`config.mk`:
```
export PLATFORM = sky130hd
export DESIGN_NAME = poly_datapath
export DESIGN_NICKNAME = d
export VERILOG_FILES = /design/src/rtl/poly_pkg.sv /design/src/rtl/poly_alu.sv /design/src/rtl/poly_datapath.sv
export SDC_FILE = /design/constraint.sdc
export NUM_CORES = 1
export LEC_CHECK = 0
export BUFFER_PORTS_ARGS = -buffer_cell sky130_fd_sc_hd__buf_2
export CORE_MARGIN = 8
export CORE_UTILIZATION = 61
export CTS_BUF_LIST = sky130_fd_sc_hd__clkbuf_4
export CTS_CLUSTER_DIAMETER = 100
export DETAILED_ROUTE_END_ITERATION = 12
export PLACE_DENSITY = 0.83
export SETUP_SLACK_MARGIN = 0.05
export SYNTH_ARGS = -nofsm -noshare
export SYNTH_HDL_FRONTEND = slang
export SYNTH_SLANG_ARGS = --single-unit
```
`constraint.sdc`:
```
create_clock -name clk -period 8 [get_ports clk]
set_input_delay 1.6 -clock clk [delete_from_list [all_inputs] [get_ports clk]]
set_output_delay 1.6 -clock clk [all_outputs]
set_load 0.01 [all_outputs]
```
`src/rtl/poly_pkg.sv`:
```
`default_nettype none
// ============================================================================
//  Module      : poly_pkg
//  Description : Shared encodings for the polynomial datapath and its control
//                block: operand-P select, operand-Q select, writeback select
//                and ALU op codes.
//  Revision    : 1.0  initial release
// ============================================================================
package poly_pkg;

    // Operand P select (m0)
    typedef enum logic [1:0] {
        P_X = 2'd0,
        P_H = 2'd1,
        P_S = 2'd2,
        P_C = 2'd3
    } p_sel_e;

    // Operand Q select (m1)
    typedef enum logic [1:0] {
        Q_X = 2'd0,
        Q_A = 2'd1,
        Q_B = 2'd2,
        Q_H = 2'd3
    } q_sel_e;

    // Writeback bus select (m2)
    typedef enum logic [1:0] {
        WB_ALU  = 2'd0,
        WB_P    = 2'd1,
        WB_Q    = 2'd2,
        WB_ZERO = 2'd3
    } wb_sel_e;

    // ALU op (h)
    typedef enum logic {
        OP_ADD = 1'b0,
        OP_MUL = 1'b1
    } alu_op_e;

endpackage : poly_pkg
`default_nettype wire

```
`src/rtl/poly_alu.sv`:
```
`default_nettype none
// ============================================================================
//  Module      : poly_alu
//  Description : Combinational add / multiply for the polynomial datapath.
//                The operation is carried out at full precision (2W bits),
//                overflow is flagged when the full result exceeds 2^W-1 and
//                the W-bit output is either wrapped (mod 2^W) or clamped.
//  Config      : SATURATE_EN - defined: clamp to 2^W-1 on overflow;
//                              undefined: wrap-around.
//  Ports       : i_p, i_q  W-bit unsigned operands
//                i_op      OP_ADD / OP_MUL
//                o_y       W-bit result
//                o_ovf     full-precision result exceeds 2^W-1
//  Revision    : 1.0  initial release
// ============================================================================
module poly_alu
    import poly_pkg::*;
#(
    parameter int W = 8
) (
    input  logic [W-1:0] i_p,
    input  logic [W-1:0] i_q,
    input  alu_op_e      i_op,
    output logic [W-1:0] o_y,
    output logic         o_ovf
);

    logic [2*W-1:0] w_full;

    // Both ops are widened to 2W so a single upper-half test covers overflow.
    always_comb begin
        w_full = '0;
        if (i_op == OP_MUL) begin
            w_full = {{W{1'b0}}, i_p} * {{W{1'b0}}, i_q};
        end else begin
            w_full = {{(W-1){1'b0}}, ({1'b0, i_p} + {1'b0, i_q})};
        end
    end

    assign o_ovf = |w_full[2*W-1:W];

`ifdef SATURATE_EN
    assign o_y = o_ovf ? {W{1'b1}} : w_full[W-1:0];
`else
    assign o_y = w_full[W-1:0];
`endif

endmodule : poly_alu
`default_nettype wire

```
`src/rtl/poly_datapath.sv`:
```
`default_nettype none
// ============================================================================
//  Module      : poly_datapath
//  Description : Operative block for y = a*x^2 + b*x + c. Holds working
//                registers X/H/S, executes one ALU op per cycle under the
//                control word from the polynomial controller and captures S
//                as the result on done.
//  Config      : SATURATE_EN - ALU clamps instead of wrapping (see poly_alu).
//  Ports       : clk, rst            clock / sync active-high reset
//                x_in                operand x (loaded into X on lx)
//                coef_a/b/c          coefficients, used combinationally
//                lx, lh, ls          load enables for X, H, S
//                h                   ALU op (1 mul, 0 add)
//                m0, m1, m2          P select, Q select, writeback select
//                ready, done         controller idle / final step
//                result              captured S
//                result_valid        one-cycle pulse after each capture
//                ovf                 sticky overflow for current computation
//                proto_err           sticky load-while-idle indication
//  Revision    : 1.0  initial release
// ============================================================================
module poly_datapath
    import poly_pkg::*;
#(
    parameter int W = 8
) (
    input  logic         clk,
    input  logic         rst,
    input  logic [W-1:0] x_in,
    input  logic [W-1:0] coef_a,
    input  logic [W-1:0] coef_b,
    input  logic [W-1:0] coef_c,
    input  logic         lx,
    input  logic         lh,
    input  logic         ls,
    input  logic         h,
    input  logic [1:0]   m0,
    input  logic [1:0]   m1,
    input  logic [1:0]   m2,
    input  logic         ready,
    input  logic         done,
    output logic [W-1:0] result,
    output logic         result_valid,
    output logic         ovf,
    output logic         proto_err
);

    logic [W-1:0] r_x;
    logic [W-1:0] r_h;
    logic [W-1:0] r_s;
    logic [W-1:0] r_result;
    logic         r_result_valid;
    logic         r_ovf;
    logic         r_proto_err;

    logic [W-1:0] w_p;
    logic [W-1:0] w_q;
    logic [W-1:0] w_wb;
    logic [W-1:0] w_alu_y;
    logic         w_alu_ovf;
    logic         w_ovf_set;

    // ------------------------------------------------------------------
    // Operand and writeback muxes
    // ------------------------------------------------------------------
    always_comb begin
        w_p = '0;
        case (p_sel_e'(m0))
            P_X:     w_p = r_x;
            P_H:     w_p = r_h;
            P_S:     w_p = r_s;
            P_C:     w_p = coef_c;
            default: w_p = '0;
        endcase
    end

    always_comb begin
        w_q = '0;
        case (q_sel_e'(m1))
            Q_X:     w_q = r_x;
            Q_A:     w_q = coef_a;
            Q_B:     w_q = coef_b;
            Q_H:     w_q = r_h;
            default: w_q = '0;
        endcase
    end

    poly_alu #(
        .W (W)
    ) u_alu (
        .i_p   (w_p),
        .i_q   (w_q),
        .i_op  (alu_op_e'(h)),
        .o_y   (w_alu_y),
        .o_ovf (w_alu_ovf)
    );

    always_comb begin
        w_wb = '0;
        case (wb_sel_e'(m2))
            WB_ALU:  w_wb = w_alu_y;
            WB_P:    w_wb = w_p;
            WB_Q:    w_wb = w_q;
            WB_ZERO: w_wb = '0;
            default: w_wb = '0;
        endcase
    end

    // Overflow only counts when the ALU result actually lands in a register.
    assign w_ovf_set = (lh | ls) & (wb_sel_e'(m2) == WB_ALU) & w_alu_ovf;

    // ------------------------------------------------------------------
    // Working registers. X always loads x_in, never the writeback bus, so
    // a same-cycle read of X through P/Q sees the pre-edge value.
    // ------------------------------------------------------------------
    always_ff @(posedge clk) begin
        if (rst) begin
            r_x <= '0;
            r_h <= '0;
            r_s <= '0;
        end else begin
            if (lx) r_x <= x_in;
            if (lh) r_h <= w_wb;
            if (ls) r_s <= w_wb;
        end
    end

    // ------------------------------------------------------------------
    // Result capture: pre-edge S, pulse on the following cycle.
    // ------------------------------------------------------------------
    always_ff @(posedge clk) begin
        if (rst) begin
            r_result       <= '0;
            r_result_valid <= 1'b0;
        end else begin
            r_result_valid <= done;
            if (done) r_result <= r_s;
        end
    end

    // ------------------------------------------------------------------
    // Sticky flags. On ovf, a set in the same cycle as lx wins over the
    // clear so an overflowing first step is not lost.
    // ------------------------------------------------------------------
    always_ff @(posedge clk) begin
        if (rst) begin
            r_ovf       <= 1'b0;
            r_proto_err <= 1'b0;
        end else begin
            if (w_ovf_set) begin
                r_ovf <= 1'b1;
            end else if (lx) begin
                r_ovf <= 1'b0;
            end
            if (ready & (lx | lh | ls)) begin
                r_proto_err <= 1'b1;
            end
        end
    end

    assign result       = r_result;
    assign result_valid = r_result_valid;
    assign ovf          = r_ovf;
    assign proto_err    = r_proto_err;

endmodule : poly_datapath
`default_nettype wire

```
# Word level (Yosys, flattened, before mapping)
# Cells that the tools add are included.
# op_classes
reduce_logical	5
n_bitwise	6
n_addsub	1
mul	1
n_mux	6
eq_ne	9
# ops
operator	count
one-hot mux 8 bit (4 select lines)	3
multiplier 8 x 8 -> 16 bit	1
2-to-1 mux 16 bit	1
equality test 2 bit, second input constant	6
adder 8 x 8 -> 9 bit	1
OR reduction 8 bit	1
equality test 2 x 1 -> 1 bit, second input constant	3
logical NOT 2 bit	3
bitwise AND 1 bit	3
OR 1 bit	3
2-to-1 mux 1 bit	2
nonzero test 2 bit	1
# word_totals
word_cells	35
in_bits	46
out_inout_bits	11
regBits	35

# Depth between registers and ports, before layout
# depth
depth_word	7
ltp_mapped	18
ltp_nobuf	17

# By module
# A second synthesis with hierarchy kept.
# unflattened
cells_unflattened	493
hier_area_um2	4438.0
# modules_own_cells
mod	cells_each	area_per_inst_um2	seq_area_each_um2	instances
poly_alu	315	2519.9	0.0	1
poly_datapath	178	1918.1	700.7	1

# Worst setup path before layout
# No wires, ideal clock.
# synth_timing
path_kind	in2reg
start	input port m1[0]
end	register r_ovf (netlist: ovf)
stages	15
required_time_ps	7869
setup_slack_ps	1980
t_arrival_ps	5889
setup_time_ps	131
n_path_buf	1
cell_sequence	buf_2 mux4_2 ha_1 fa_1 inv_1 fa_1 fa_1 inv_1 fa_1 ha_1 or3_1 a21boi_0 mux2i_1 nor3_1 a311oi_1
# synth_between
elab_chain_len	7
word_cells_on_any_way	12
cone_classes	add/sub (1); mul (1); eq/ne (3); mux (3); bitwise (1); reduce/logical (3)
# synth_lines
element	line	text
from (decl)	poly_datapath.sv:38	input logic [1:0] m1,
equality test 2 bit (tied with other cells)	poly_datapath.sv:79	case (q_sel_e'(m1))
one-hot mux 8 bit (4 select lines) *	poly_datapath.sv:79	
multiplier 8 x 8 -> 16 bit / adder 8 x 8 -> 9 bit (equally long branches)	poly_alu.sv:34, poly_alu.sv:36	
2-to-1 mux 16 bit *	poly_alu.sv:33	if (i_op == OP_MUL) begin
OR reduction 8 bit *	poly_alu.sv:40	assign o_ovf = |w_full[2*W-1:W];
bitwise AND 1 bit *	poly_datapath.sv:110	assign w_ovf_set = (lh | ls) & (wb_sel_e'(m2) == WB_ALU) & w_alu_ovf;
2-to-1 mux 1 bit / nonzero test 2 bit (equally long branches)	-	
to (signal assigned)	poly_datapath.sv:147	r_ovf <= 1'b0;
to (signal assigned)	poly_datapath.sv:151	r_ovf <= 1'b1;
to (signal assigned)	poly_datapath.sv:153	r_ovf <= 1'b0;
to (decl)	poly_datapath.sv:53	logic r_ovf;
# Mark *: on every way between the ends. The rest lies on a longest branch, timed or not.
# A chain may end at the register's enable or synchronous reset.

# Worst setup path after layout
# layout_timing
start	input port m0[1]
end	register r_ovf (netlist: ovf)
# layout_between
elab_chain_len	7
word_cells_on_any_way	12
cone_classes	add/sub (1); mul (1); eq/ne (3); mux (3); bitwise (1); reduce/logical (3)
# layout_lines
element	line	text
from (decl)	poly_datapath.sv:37	input logic [1:0] m0,
equality test 2 bit (tied with other cells)	poly_datapath.sv:68	case (p_sel_e'(m0))
one-hot mux 8 bit (4 select lines) *	poly_datapath.sv:68	
multiplier 8 x 8 -> 16 bit / adder 8 x 8 -> 9 bit (equally long branches)	poly_alu.sv:34, poly_alu.sv:36	
2-to-1 mux 16 bit *	poly_alu.sv:33	
OR reduction 8 bit *	poly_alu.sv:40	
bitwise AND 1 bit *	poly_datapath.sv:110	
2-to-1 mux 1 bit / nonzero test 2 bit (equally long branches)	-	
# Marks and branches as above.

==> results_dict.tcl <==
set metrics [dict create \
    end_kind "register" \
    hold_ws_ps 481.6 \
    fp.dieH_um 100.2 \
    yosys.area_share.simple_pct 17.54 \
    drc 0 \
    yosys.area_share.adder_pct 29.87 \
    cts_root_buf "clkbuf_4" \
    rows 30 \
    grt_max_degree 38 \
    worst_r2r_startpoint "r_h[4]$_SDFFE_PP0P_" \
    cts_made_buffers 5 \
    maxSlewViolCount 0 \
    syn-cell-area_sq_um 4323 \
    synth_cell_types 51 \
    startpoint "m0[1]" \
    cts_hold_buffers 0 \
    synth_mux_area_share_pct 13.75 \
    first_pass_iters 5 \
    path_clk_slew_ps 140 \
    crit_path_max_fanout 9 \
    grt_pass1_wl_um 18100 \
    die_w_um 100.2 \
    hold_class "reg2reg" \
    cts_tree "yes" \
    syn_nets 613 \
    cpMostUsedCell "fa_1" \
    synth_top_family_by_area "adder cells" \
    synth_area_per_cell_sq_um 8.895 \
    hold_viol 0 \
    clkSinkCount 35 \
    power_density_nw_per_um2 149.4 \
    ys.flop_type "dfxtp_1" \
    startpoint_type "primary input" \
    maxSlewHeadroom_pct 55.12 \
    drt-initial-drc-count 325 \
    grt_pass1_vias 3848 \
    via_count 3742 \
    fillers 594 \
    skew_ps 18.59 \
    drv_cap 0 \
    utilization_pct 68.64 \
    num_antenna_cells 0 \
    wl_per_cell_um 17.67 \
    required_ps 8240 \
    finalPower_w 0.0007008 \
    wirelength_um 11120 \
    setup_viol 0 \
    start_util_pct 63.28 \
    cp_cell_sequence "buf_2, mux4_2, ha_1, fa_1, inv_1, fa_1, fa_1, inv_1, fa_1, ha_1, or3_1, a21boi_0, mux2i_1, nor3_1, a311oi_1" \
    io_buffers 56 \
    antenna_found_initial 0 \
    ant_nets 0 \
    status "finished, final reports clean" \
    fin_cells 629 \
    dp_hpwl_um 9001 \
    dieArea_sq_um 10040 \
    crit_type "in2reg" \
    final_common_cell "inv_1" \
    track_usage_pct 22.46 \
    syn_to_final_growth_pct 8.481 \
    async_reset_ff_share_pct 0 \
    ir_drop_uv 120.0 \
    ios 57 \
    fmax_ghz 0.1614 \
    nets 659 \
    core_area_sq_um 6832 \
    postCtsSetupRepairBufs 0 \
    most-common-layout-cells "69 x inv_1, 56 x buf_2, 45 x nor2_1, 44 x ha_1, 41 x nand2_1" \
    clock_path_buffers 2 \
    drive_gt1_share_pct 16.51 \
    rsz0062_at_grt "false" \
    viasPerCell 5.949 \
    p_leak_nw 2.225 \
    hp-start "proto_err$_SDFFE_PP0P_" \
    place_congestion 0.9430 \
    ys_ff_latch 35 \
    yosys_warnings 0 \
    overflow 0 \
    tns_ps 0 \
    placedCellCount 621 \
    synth-xor-area-share_pct 1.013 \
    slowest_stage "mux4_2" \
    finalCritPeriodShare_pct 77.44 \
    synth_cells 486 \
    synth_edf_count 0 \
    cts_htree_levels 2 \
    cp_slowest_stage_delay_ps 680 \
    critPathArrivalTime_ps 6440 \
    min_period_ps 6195 \
    seq_area_frac_synth_pct 16.21 \
    synth_compound_area_share_pct 13.43 \
    cts-resized-gates 0 \
    worst_pin_slew_ps 673.2 \
    clock_latency_ps 370 \
]
-- path summary, 6_finish.rpt --
path / cells past startpoint / end / slack [ps]
worst max-delay path: 15 / ovf$_SDFFE_PP0P_ / 1800
worst min-delay path: 2 / proto_err$_SDFFE_PP0P_ / 480
worst max register to register: 14 / ovf$_SDFFE_PP0P_ / 3040
worst min register to register: 2 / proto_err$_SDFFE_PP0P_ / 480
-- layout make-up --
class	instances	area [sq um]	share of cell area, %
inverter	69	259.0	5.523
tap	96	120.1	2.561
clock buffer	5	37.54	0.8004
clock inverter	3	23.77	0.5069
sequential	35	700.7	14.94
timing repair buffer	56	280.3	5.977
multi-input combinational	365	3268	69.69
-- through the flow --
| step | cell area, sq um | setup slack, ps |
|---|---|---|
| finish | 4690 | 1805 |
| global route | 4690 | 1573 |
| CTS | 4690 | 1821 |
| detailed placement | 4628 | 1426 |
| global placement | 4628 | 1652 |
| floorplan | 4323 | 1980 |
-- sequential cells by signal, indices dropped and copies added (netlist names) --
signal,flops
r_h,8
r_s,8
r_x,8
result,8
ovf,1
proto_err,1
result_valid,1
-- synth_stat cells, drive strengths merged (2+ instances only) --
cell type / number / area share (%)
clkbuf: 9 / 0.78
nor2b: 7 / 1.0
a311oi: 4 / 0.81
o21a: 3 / 0.52
and2: 31 / 4.7
nand3: 4 / 0.46
a31oi: 2 / 0.29
fa: 37 / 17
a2111oi: 2 / 0.55
o211ai: 2 / 0.35
nand2b: 11 / 1.6
nor2: 45 / 3.9
mux4: 16 / 8.4
buf: 8 / 1.4
mux2i: 23 / 5.3
nand2: 41 / 3.6
a21boi: 3 / 0.52
a21oi: 16 / 1.9
o21ai: 20 / 2.3
xnor2: 4 / 0.81
o32ai: 6 / 1.2
nand4: 3 / 0.43
or3: 2 / 0.29
a211oi: 15 / 2.7
dfxtp: 35 / 16
a21o: 2 / 0.35
nor3: 8 / 0.93
ha: 44 / 13
inv: 69 / 6.0
-- cell families (layout without fill, tap and decap cells) --
logic type | count (synthesis) | count (layout)
buffers and inverters | 86 | 133
adder cells (fa/ha/maj) | 81 | 81
AND/OR/NAND/NOR | 156 | 156
AO/OA/AOI/OAI | 84 | 84
XOR/XNOR | 5 | 5
multiplexers | 39 | 39
flip-flops | 35 | 35
-- worst max-delay path: cells and delay by family --
kind	cells	cell delay (ps)
multiplexers	2	800
buffers and inverters	3	360
adder cells (fa/ha/maj)	6	2710
AO/OA/AOI/OAI	2	330
AND/OR/NAND/NOR	2	620
-- layer usage --
layer	part of all wire, %	GRT usage [%]
met3	8.1	4.014
met4	2.1	8.605
met1	42	28.55
met5	0	0
met2	48	36.97
-- where the power goes --
part | switching, W | leakage (nW) | internal (W)
logic | 0.000233 | 1.91 | 0.000167
clock network | 0.0000703 | 0.0278 | 0.0000352
registers | 0.00000931 | 0.288 | 0.000186
Note: power is estimated with default switching activity, not from simulation.
